## src/rtl/key_serial_encoder_if.sv

```systemverilog
// Bus bundle between the pushbutton front end and the serial bit encoder.
// Inputs to the encoder : start, key1, key2 (raw pushbuttons, pressed = high)
// Outputs from encoder  : sEEG, sEEG_valid, bit_count, busy, frame_done, conflict
// master = stimulus / consumer side, slave = encoder side.
interface key_serial_encoder_if #(
    parameter int unsigned WIDTH = 4
);
    localparam int unsigned BC_W = $clog2(WIDTH + 1);

    logic            start;
    logic            key1;
    logic            key2;
    logic            sEEG;
    logic            sEEG_valid;
    logic [BC_W-1:0] bit_count;
    logic            busy;
    logic            frame_done;
    logic            conflict;

    modport master (
        output start, key1, key2,
        input  sEEG, sEEG_valid, bit_count, busy, frame_done, conflict
    );

    modport slave (
        input  start, key1, key2,
        output sEEG, sEEG_valid, bit_count, busy, frame_done, conflict
    );
endinterface

```

## src/rtl/key_serial_encoder.sv

```systemverilog
// Turns three raw pushbuttons into a serial bit stream of WIDTH-bit frames.
// start arms a frame, key1 enters a 1, key2 enters a 0. Each button is
// synchronized (two flops), debounced (DEB_CYCLES stable samples) and
// edge-detected into a one-cycle press event that drives a small FSM.
// Ports:
//   clk  - system clock, rising edge
//   rst  - asynchronous active-high reset
//   bus  - slave modport: start/key1/key2 in; sEEG, sEEG_valid, bit_count,
//          busy, frame_done, conflict out (all registered)
module key_serial_encoder #(
    parameter int unsigned WIDTH      = 4,
    parameter int unsigned DEB_CYCLES = 500000
) (
    input  logic                 clk,
    input  logic                 rst,
    key_serial_encoder_if.slave  bus
);
    localparam int unsigned BC_W    = $clog2(WIDTH + 1);
    localparam int unsigned DEB_W   = $clog2(DEB_CYCLES);
    localparam int unsigned N_IN    = 3;
    localparam int unsigned I_START = 0;
    localparam int unsigned I_KEY1  = 1;
    localparam int unsigned I_KEY2  = 2;

    typedef enum logic [1:0] {
        S_IDLE  = 2'd0,
        S_ARMED = 2'd1,
        S_DONE  = 2'd2
    } state_t;

    logic [N_IN-1:0]  raw;
    logic [N_IN-1:0]  sync1_q;
    logic [N_IN-1:0]  sync2_q;
    logic [N_IN-1:0]  deb_q;
    logic [N_IN-1:0]  deb_d;
    logic [N_IN-1:0]  deb_dly_q;
    logic [N_IN-1:0]  press_q;
    logic [DEB_W-1:0] cnt_q [N_IN];
    logic [DEB_W-1:0] cnt_d [N_IN];

    logic start_ev;
    logic key1_ev;
    logic key2_ev;

    state_t          state_q;
    state_t          state_d;
    logic            seeg_q,       seeg_d;
    logic            valid_q,      valid_d;
    logic [BC_W-1:0] bcnt_q,       bcnt_d;
    logic            busy_q,       busy_d;
    logic            frame_done_q, frame_done_d;
    logic            conflict_q,   conflict_d;

    assign raw = {bus.key2, bus.key1, bus.start};

    // Debounce: count consecutive samples that disagree with the accepted level.
    always_comb begin
        for (int i = 0; i < int'(N_IN); i++) begin
            deb_d[i] = deb_q[i];
            cnt_d[i] = '0;
            if (sync2_q[i] != deb_q[i]) begin
                if (cnt_q[i] == DEB_W'(DEB_CYCLES - 1)) begin
                    deb_d[i] = ~deb_q[i];
                end else begin
                    cnt_d[i] = cnt_q[i] + DEB_W'(1);
                end
            end
        end
    end

    // Synchronizers, debounced levels and registered rising-edge press events.
    always_ff @(posedge clk or posedge rst) begin
        if (rst) begin
            sync1_q   <= '0;
            sync2_q   <= '0;
            deb_q     <= '0;
            deb_dly_q <= '0;
            press_q   <= '0;
            for (int i = 0; i < int'(N_IN); i++) begin
                cnt_q[i] <= '0;
            end
        end else begin
            sync1_q   <= raw;
            sync2_q   <= sync1_q;
            deb_q     <= deb_d;
            deb_dly_q <= deb_q;
            press_q   <= deb_q & ~deb_dly_q;
            for (int i = 0; i < int'(N_IN); i++) begin
                cnt_q[i] <= cnt_d[i];
            end
        end
    end

    assign start_ev = press_q[I_START];
    assign key1_ev  = press_q[I_KEY1];
    assign key2_ev  = press_q[I_KEY2];

    // FSM state register.
    always_ff @(posedge clk or posedge rst) begin
        if (rst) begin
            state_q <= S_IDLE;
        end else begin
            state_q <= state_d;
        end
    end

    // FSM next-state logic; a restart or a two-key conflict never completes a frame.
    always_comb begin
        state_d = state_q;
        case (state_q)
            S_IDLE: begin
                if (start_ev) begin
                    state_d = S_ARMED;
                end
            end
            S_ARMED: begin
                if (!start_ev && (key1_ev ^ key2_ev) &&
                    (bcnt_q == BC_W'(WIDTH - 1))) begin
                    state_d = S_DONE;
                end
            end
            S_DONE:  state_d = S_IDLE;
            default: state_d = S_IDLE;
        endcase
    end

    // FSM output logic (next values of the output registers).
    // frame_done is the registered image of DONE, so it trails the final
    // strobe by one cycle and can never overlap sEEG_valid.
    always_comb begin
        seeg_d       = seeg_q;
        valid_d      = 1'b0;
        conflict_d   = 1'b0;
        bcnt_d       = bcnt_q;
        frame_done_d = (state_q == S_DONE);
        busy_d       = (state_d == S_ARMED);
        case (state_q)
            S_IDLE: begin
                bcnt_d = '0;
            end
            S_ARMED: begin
                if (start_ev) begin
                    bcnt_d = '0;
                end else if (key1_ev && key2_ev) begin
                    conflict_d = 1'b1;
                end else if (key1_ev || key2_ev) begin
                    seeg_d  = key1_ev;
                    valid_d = 1'b1;
                    bcnt_d  = bcnt_q + BC_W'(1);
                end
            end
            S_DONE: begin
                bcnt_d = '0;
            end
            default: begin
                bcnt_d = '0;
            end
        endcase
    end

    // Output registers.
    always_ff @(posedge clk or posedge rst) begin
        if (rst) begin
            seeg_q       <= 1'b0;
            valid_q      <= 1'b0;
            bcnt_q       <= '0;
            busy_q       <= 1'b0;
            frame_done_q <= 1'b0;
            conflict_q   <= 1'b0;
        end else begin
            seeg_q       <= seeg_d;
            valid_q      <= valid_d;
            bcnt_q       <= bcnt_d;
            busy_q       <= busy_d;
            frame_done_q <= frame_done_d;
            conflict_q   <= conflict_d;
        end
    end

    assign bus.sEEG       = seeg_q;
    assign bus.sEEG_valid = valid_q;
    assign bus.bit_count  = bcnt_q;
    assign bus.busy       = busy_q;
    assign bus.frame_done = frame_done_q;
    assign bus.conflict   = conflict_q;
endmodule

```

## src/flat_wrapper.sv

```systemverilog
// flat-port wrapper written by rule: the top's interface ports become plain ports
module key_serial_encoder_flat 
#(
    parameter int unsigned WIDTH      = 4,
    parameter int unsigned DEB_CYCLES = 500000
)
  (clk, rst, bus_start, bus_key1, bus_key2, bus_sEEG, bus_sEEG_valid, bus_bit_count, bus_busy, bus_frame_done, bus_conflict);
  key_serial_encoder_if #(.WIDTH(WIDTH)) bus_i ();
  input  logic clk;
  input  logic rst;
  input wire logic [$bits(bus_i.start)-1:0] bus_start;
  input wire logic [$bits(bus_i.key1)-1:0] bus_key1;
  input wire logic [$bits(bus_i.key2)-1:0] bus_key2;
  output wire logic [$bits(bus_i.sEEG)-1:0] bus_sEEG;
  output wire logic [$bits(bus_i.sEEG_valid)-1:0] bus_sEEG_valid;
  output wire logic [$bits(bus_i.bit_count)-1:0] bus_bit_count;
  output wire logic [$bits(bus_i.busy)-1:0] bus_busy;
  output wire logic [$bits(bus_i.frame_done)-1:0] bus_frame_done;
  output wire logic [$bits(bus_i.conflict)-1:0] bus_conflict;
  assign bus_i.start = bus_start;
  assign bus_i.key1 = bus_key1;
  assign bus_i.key2 = bus_key2;
  assign bus_sEEG = bus_i.sEEG;
  assign bus_sEEG_valid = bus_i.sEEG_valid;
  assign bus_bit_count = bus_i.bit_count;
  assign bus_busy = bus_i.busy;
  assign bus_frame_done = bus_i.frame_done;
  assign bus_conflict = bus_i.conflict;
  key_serial_encoder #(.WIDTH(WIDTH), .DEB_CYCLES(DEB_CYCLES)) u_core (.clk(clk), .rst(rst), .bus(bus_i));
endmodule
```

## config.mk

```make
export PLATFORM = sky130hd
export DESIGN_NAME = key_serial_encoder_flat
export DESIGN_NICKNAME = d
export VERILOG_FILES = /design/src/rtl/key_serial_encoder_if.sv /design/src/rtl/key_serial_encoder.sv /design/src/flat_wrapper.sv
export SDC_FILE = /design/constraint.sdc
export NUM_CORES = 1
export LEC_CHECK = 0
export CAP_MARGIN = 20
export CORE_ASPECT_RATIO = 1.5
export CORE_MARGIN = 2
export CORE_UTILIZATION = 40
export DETAILED_ROUTE_END_ITERATION = 16
export PLACE_DENSITY = 0.52
export SLEW_MARGIN = 20
export SYNTH_ARGS = -nofsm -noshare
export SYNTH_HDL_FRONTEND = slang
export SYNTH_SLANG_ARGS = --single-unit
```

## constraint.sdc

```tcl
create_clock -name clk -period 5.1 [get_ports clk]
set_clock_uncertainty 0.15 [all_clocks]
set_input_delay 0.51 -clock clk [delete_from_list [all_inputs] [get_ports clk]]
set_output_delay 0.51 -clock clk [all_outputs]
set_load 0.005 [all_outputs]
```

==> results of run 1 <==
[sequential cells by signal, summed over array words and instances, names as in the netlist]
signal,flops
u_core.bus.bit_count,3
u_core.bus.busy,1
u_core.bus.conflict,1
u_core.bus.frame_done,1
u_core.bus.sEEG,1
u_core.bus.sEEG_valid,1
u_core.cnt_q,57
u_core.deb_dly_q,3
u_core.deb_q,3
u_core.press_q,3
u_core.state_q,2
u_core.sync1_q,3
u_core.sync2_q,3
[cells by family after synthesis]
group / after synthesis
flops: 82
buf+inv: 23
xor+xnor: 40
fa+ha+maj: 7
simple gates: 170
mux: 4
compound gates: 37
[where the power goes]
part / total [uW] / switching [uW] / internal (uW)
Combinational: 37.4 / 26.5 / 10.9
Clock: 664 / 267 / 397
Sequential: 666 / 7.77 / 659
Total: 1370 / 301 / 1070
[layer usage]
metal,vias to the layer above,track usage,share of wire
met1,1278,0.175,0.46
met2,29,0.245,0.49
met4,0,0.0779,0.029
met5,-,0,0
li1,1291,-,-
met3,12,0.0330,0.024
[worst max-delay path, cell delays in order (launching register included)]
cell     delay (ns)
dfrtp_1        0.42
or4b_1         0.53
or4_4          0.56
o21ai_4        0.42
nor2_1         0.11
[worst max-delay path by stage]
stage,from,endpoint,slack (ns)
3_3_place_gp,u_core.cnt_q[12],u_core.cnt_q[10],2.77
2_1_floorplan,rst,u_core.bus.bit_count[0],2.33
3_5_place_dp,u_core.cnt_q[12],u_core.cnt_q[8],2.77
6_report,u_core.cnt_q[12],u_core.cnt_q[8],2.77
5_1_grt,u_core.cnt_q[12],u_core.cnt_q[8],2.63
4_1_cts,u_core.cnt_q[12],u_core.cnt_q[8],2.76
[Yosys cell counts, types with 2 or more instances]
cell / n
dfrtp_1: 82
nor2_1: 56
xnor2_1: 30
nand2_1: 20
nand3_1: 18
a21oi_1: 17
inv_1: 16
or3_1: 11
nand4_1: 10
nor3_1: 10
xor2_1: 10
o21ai_0: 9
or4_1: 8
ha_1: 7
nor4_1: 6
o31ai_1: 6
and2_1: 5
clkbuf_1: 5
and3_1: 4
mux2_2: 4
nor2b_1: 4
or2_2: 4
and4_1: 2
buf_6: 2
nand4_2: 2
o21ai_4: 2
or4_4: 2
[per-stage QoR]
stage | hold WS (ns) | cells
CTS | 0.203 | 498
global route | 0.214 | 498
global placement | 0.186 | 482
finish | 0.203 | 498
detailed placement | 0.188 | 482
floorplan | 0.181 | 363
[area by class of cell]
class,instances,area share
tap,112,0.0325
timing repair buffer,14,0.0313
inverter,16,0.0142
clock buffer,10,0.0554
clock inverter,6,0.0165
multi-input combinational,258,0.374
sequential,82,0.476
==> run metrics, run 1 <==
GRT Residual Overflow 0; Num Clock Sinks 82; Final setup viols 0; worst endpoint required time 5.15 ns; Slew headroom 0.443; #FFs+latches synth 82; Seq. cell area 0.00205 sq mm; Final Net Count 393; number of routed nets with antenna violations 0; final setup margin 2.77 ns; Setup crit end kind flop; hold_sp u_core.sync1_q[0]; total design power 1370 uW; synthesis-to-finish area growth 14.5%; post-synthesis compound-gate area fraction 0.0608; Most used DFF post-synth dfrtp_1; cell count after synthesis 363; largest family of logic cells by synthesized area simple AND/OR/NAND/NOR gates; Post-Synth Simple-Gate Area 0.240; number of cell rows 43; Hold EP u_core.sync2_q[0]; Place WS 2.77 ns; crit-path max FO 18; synth top area cells dfrtp_1 54%, xnor2_1 7.0%, nor2_1 5.6%, nand3_1 2.4%, ha_1 2.3%; Distinct cells, synth 38; PostCTS Resize Cnt 0; Final HPWL DP 4610 um; global-route wire length before repair 12000 um; R2R Path Start u_core.cnt_q[12]; CTS Buf Count 9; # Post-CTS Setup Buffers 0; peak supply drop 0.166 mV; Vias/cell 5.24; register area share after synthesis 0.544; Max Root-Sink Buffers 2; Die W 83.3 um; IO Count 13; Die Y 123 um; CTS tree built; Synth top area share 0.544; RSZ-0062 raised after global routing no; multi-input combinational cell area 0.00162 sq mm; DRC 0; status finished, final reports clean; fill count 860; crit share post-route 0.457; Post-Synth XOR/XNOR Area 0.0930; final instance area 0.00431 sq mm; Mapped Area 0.00377 sq mm; WHS Path Cells 0; HP Class flop to flop; fin. max-slew vios 0; drt pass-1 iters 4; most common cell after layout, fill and taps aside dfrtp_1; IO buf count 12; DR WL/cell 13.6 um; worst path arrival time 2.38 ns; Hold Fails Final Rpt 0; Post-Synth Adder-Cell Area 0.0232; antenna violations before repair 0; CP startpoint kind flop; Placed Area 0.00400 sq mm; clock root buffer clkbuf_16; RePlAce Congestion 0.775; Tightest Pin Transition 0.834 ns; H-tree depth 3; Core ar. 0.00920 sq mm; Reg2Reg Setup Slack 2.77 ns; cells on worst reg2reg path 4; DRT Wirelength 6750 um; crit path time final 2.33 ns; Reg clk slew, reported paths 0.06 ns; Max Cap Violations 0; Synth async-reset ratio 1.00; area leader, netlist dfrtp_1; Yosys warning total 0; Fmax achieved 429 MHz; highest-count cells in the layout ignoring fill and taps 82 x dfrtp_1, 56 x nor2_1, 30 x xnor2_1; pwr dens 317 mW/mm^2; syn_nets 375; Post-synth EDFFs 0; total global-route track usage 0.146; latest clock arrival within the worst-skew pair 0.33 ns; number of global-route vias before repair 2577; via count 2610; Setup TNS Final 0 ns; Die Footprint 0.0102 sq mm; hold_buf cts 0; critical path type flop to flop; number of diodes 0; multiplexer share of the synthesized area 0.0120; Leak 0.00176 uW; Starting Density 0.410; Final Util 0.469; layout cell share with drive strength beyond 1 0.0907; Crit Reg-Reg Endpoint u_core.cnt_q[8]; DRT iter0 DRCs 135; Avg Cell Area, Syn 10.4 sq um; largest net degree at the start of global routing 51
Note: power is estimated with default switching activity, not from simulation.
==> run 2: changes to the inputs <==
==> constraint.sdc (replaced) <==
create_clock -name clk -period 2.3 [get_ports clk]
set_clock_uncertainty 0.15 [all_clocks]
set_input_delay 0.23 -clock clk [delete_from_list [all_inputs] [get_ports clk]]
set_output_delay 0.23 -clock clk [all_outputs]
set_load 0.005 [all_outputs]
==> run metrics, run 2 (synthesis results as in run 1) <==
Placed Cells 502; DR WL/cell 13.6 um; DRT Wirelength 7050 um; crit share post-route 0.957; Final Net Count 413; Reg2Reg Setup Slack 0.1 ns; DRT iter0 DRCs 104; Die W 83.3 um; peak supply drop 0.457 mV; hold_buf cts 0; Starting Density 0.410; crit path time final 2.20 ns; Final setup viols 0; RePlAce Congestion 0.748; Leak 0.00187 uW; Die Footprint 0.0102 sq mm; Slew headroom 0.658; Hold Fails Final Rpt 0; Die Y 123 um; GRT Residual Overflow 0; number of cell rows 43; Top Family by Delay on Critical Path simple AND/OR/NAND/NOR gates; max reg flops 57; R2R Path Start u_core.cnt_q[11]; CP startpoint kind flop; CP max stage delay 0.55 ns; layout cell share with drive strength beyond 1 0.135; worst endpoint required time 2.37 ns; number of diodes 0; CP Buf/Inv Count 0; worst path arrival time 2.27 ns; RSZ-0062 raised after global routing no; Final HPWL DP 5010 um; drt pass-1 iters 4; cells on worst reg2reg path 4; final cell count without fillers 518; fin. max-slew vios 0; highest-count cells in the layout ignoring fill and taps 82 x dfrtp_1, 56 x nor2_1, 30 x xnor2_1; Num Clock Sinks 82; Max Cap Violations 0; Seq. cell area 0.00205 sq mm; Setup TNS Final 0 ns; Tightest Pin Transition 0.512 ns; CTS Buf Count 9; Crit Reg-Reg Endpoint u_core.deb_q[2]; # Post-CTS Setup Buffers 0; Most flops, register u_core.cnt_q; cells along the critical path or4b_1 -> or4_4 -> nor2_1 -> mux2_2; clock root buffer clkbuf_16; most common cell after layout, fill and taps aside dfrtp_1; total global-route track usage 0.157; critical path type flop to flop; IO Count 13; synthesis-to-finish area growth 19.6%; number of global-route vias before repair 2825; largest net degree at the start of global routing 27; number of routed nets with antenna violations 0; crit-path max FO 3; DRC 0; latest clock arrival within the worst-skew pair 0.33 ns; Min Hold Slack 0.129 ns; slowest stage cell, crit path or4_4; status finished, final reports clean; Vias/cell 5.13; PostCTS Resize Cnt 0; CTS tree built; multi-input combinational cell area 0.00162 sq mm; pwr dens 676 mW/mm^2; via count 2657; H-tree depth 3; HP Class input pin to asynchronous set/reset pin; fill count 848; Max Root-Sink Buffers 2; global-route wire length before repair 12900 um; Reg clk slew, reported paths 0.06 ns; Core ar. 0.00920 sq mm; antenna violations before repair 0; Fmax achieved 454 MHz; IO buf count 12; Setup crit end kind flop
-- run 2: cell types whose count changed in the layout (fill, tap and decap cells not counted), sizes merged --
| cell | previous run | this run |
|---|---|---|
| buf | 2 | 22 |
| clkinv | 2 | 4 |
| clkinvlp | 2 | 1 |
| inv | 17 | 16 |
-- run 2: power breakdown --
group | internal [uW] | switching [uW]
sequential | 1460 | 17.1
combinational | 37.8 | 62.8
clock | 882 | 589
-- run 2: metrics by stage --
step	cell area [sq um]	setup WS [ns]	util	total power [uW]
after floorplan	3770	0.148	-	1560
final	4510	0.0997	0.490	3050
after CTS	4510	0.0918	0.490	3100
after global placement	4190	0.138	0.456	1610
after detailed placement	4190	0.116	0.456	1610
after global routing	4510	0.0193	0.490	3190
-- run 2: worst max path at each step --
stage | start | to | slack (ns) | cells past startpoint
after global routing | u_core.cnt_q[50] | u_core.deb_q[0] | 0.02 | 4
final | u_core.cnt_q[11] | u_core.deb_q[2] | 0.1 | 4
after CTS | u_core.cnt_q[11] | u_core.deb_q[2] | 0.09 | 4
after floorplan | u_core.cnt_q[12] | u_core.deb_q[2] | 0.15 | 4
after global placement | u_core.cnt_q[49] | u_core.deb_q[0] | 0.14 | 4
after detailed placement | u_core.cnt_q[11] | u_core.deb_q[2] | 0.12 | 4
-- run 2: final cells by class --
type                    count  share of cell area
flip-flops and latches     82               0.455
multi-input cells         258               0.358
repair buffers             34              0.0716
clock buffers              10              0.0530
well taps                 112              0.0311
clock inverters             6              0.0164
inverters                  16              0.0142
-- run 2: per-layer routing --
| layer | GRT usage | wire length (um) | part of all wire | up-vias |
|---|---|---|---|---|
| met5 | 0 | 0 | 0 | - |
| met4 | 0.0625 | 116 | 0.016 | 0 |
| met3 | 0.0363 | 152 | 0.022 | 9 |
| met2 | 0.280 | 3590 | 0.51 | 24 |
| met1 | 0.184 | 3190 | 0.45 | 1288 |
| li1 | - | - | - | 1336 |
-- run 2: worst reg2reg max path, cell delays in order (launching register included) --
cell     delay [ns]
dfrtp_1        0.40
or4b_1         0.53
or4_4          0.55
nor2_1         0.12
mux2_2         0.33
==> run 3: changes to the inputs <==
--- a/config.mk
+++ b/config.mk
@@ -8,9 +8,9 @@
 export CAP_MARGIN = 20
 export CORE_ASPECT_RATIO = 1.5
 export CORE_MARGIN = 2
-export CORE_UTILIZATION = 40
+export CORE_UTILIZATION = 54
 export DETAILED_ROUTE_END_ITERATION = 16
-export PLACE_DENSITY = 0.52
+export PLACE_DENSITY = 0.68
 export SLEW_MARGIN = 20
 export SYNTH_ARGS = -nofsm -noshare
 export SYNTH_HDL_FRONTEND = slang
==> run metrics, run 3 (synthesis results as in run 1) <==
via count 2675; max reg flops 57; largest net degree at the start of global routing 34; DRT iter0 DRCs 124; Core ar. 0.00681 sq mm; Die Y 106 um; Most flops, register u_core.cnt_q; H-tree depth 3; HP Class input pin to flop; Num Clock Sinks 82; Final setup viols 0; fin. max-slew vios 0; CP startpoint kind flop; total global-route track usage 0.204; Seq. cell area 0.00205 sq mm; critical path type flop to flop; Final Net Count 409; Max Cap Violations 0; global-route wire length before repair 12000 um; fill count 546; antenna violations before repair 0; status finished, final reports clean; Die Footprint 0.00768 sq mm; RSZ-0062 raised after global routing no; CTS Buf Count 9; PostCTS Resize Cnt 0; CTS tree built; highest-count cells in the layout ignoring fill and taps 82 x dfrtp_1, 56 x nor2_1, 30 x xnor2_1; IO buf count 12; number of routed nets with antenna violations 0; worst endpoint required time 2.40 ns; RePlAce Congestion 0.894; Vias/cell 5.58; Hold Fails Final Rpt 0; Final HPWL DP 4660 um; Max Root-Sink Buffers 2; peak supply drop 0.600 mV; Leak 0.00180 uW; crit share post-route 0.964; Placed Cells 464; crit path time final 2.22 ns; crit-path max FO 3; synthesis-to-finish area growth 14.8%; multi-input combinational cell area 0.00162 sq mm; Tightest Pin Transition 0.634 ns; Slew headroom 0.576; number of cell rows 37; GRT Residual Overflow 0; final cell count without fillers 479; Fmax achieved 451 MHz; # Post-CTS Setup Buffers 0; pwr dens 628 mW/mm^2; DR WL/cell 14.1 um; latest clock arrival within the worst-skew pair 0.35 ns; Die W 72.2 um; Setup TNS Final 0 ns; layout cell share with drive strength beyond 1 0.122; DRT Wirelength 6740 um; Setup crit end kind flop; number of global-route vias before repair 2681; IO Count 13; drt pass-1 iters 4; hold_buf cts 0; Final Util 0.636; Starting Density 0.554; DRC 0; worst path arrival time 2.31 ns; clock root buffer clkbuf_8; Reg clk slew, reported paths 0.08 ns; most common cell after layout, fill and taps aside dfrtp_1; number of diodes 0
-- run 3: cell type report --
cell class | instances | share of cell area
Sequential cell | 82 | 0.474
Multi-Input combinational cell | 258 | 0.373
Tap cell | 78 | 0.0226
Timing Repair Buffer | 30 | 0.0648
Inverter | 16 | 0.0147
Clock buffer | 11 | 0.0327
Clock inverter | 4 | 0.0176
-- run 3: where the power goes --
| part | switching [uW] | total (uW) | internal, uW | leakage (uW) |
|---|---|---|---|---|
| Sequential | 17.1 | 1480 | 1460 | 0.00112 |
| Combinational | 62.1 | 97.8 | 35.7 | 0.000567 |
| Clock | 507 | 1140 | 637 | 0.000106 |
| Total | 586 | 2720 | 2130 | 0.00180 |
-- run 3: per-layer routing --
metal,track usage,vias up,share of wire
met2,0.337,54,0.51
met4,0.0997,0,0.027
met5,0,-,0
met1,0.245,1281,0.43
met3,0.0464,16,0.031
li1,-,1324,-
-- run 3: path summary, 6_finish.rpt --
path,start,cells after the start,slack (ns),end
max reg2reg,u_core.cnt_q[49],4,0.08,u_core.deb_q[0]
max,u_core.cnt_q[49],4,0.08,u_core.deb_q[0]
max in group asynchronous,rst,3,1.26,u_core.cnt_q[52]
min,bus_start,1,0.16,u_core.sync1_q[0]
min in group asynchronous,rst,2,0.17,u_core.sync1_q[2]
min reg2reg,u_core.sync1_q[1],0,0.20,u_core.sync2_q[1]
-- run 3: worst max-delay path, cell delays in order (launching register included) --
cell	delay (ns)
dfrtp_1	0.41
or4_1	0.54
or4_4	0.55
nor2_1	0.12
mux2_2	0.34
-- run 3: through the flow --
step / area, sq um / hold slack [ns] / power, uW / setup WS [ns]
finish: 4330 / 0.156 / 2720 / 0.0821
global route: 4330 / 0.151 / 2820 / 0.0463
CTS: 4330 / 0.141 / 2750 / 0.0828
detailed placement: 4110 / 0.186 / 1610 / 0.113
global placement: 4110 / 0.187 / 1600 / 0.156
floorplan: 3770 / 0.111 / 1560 / 0.148
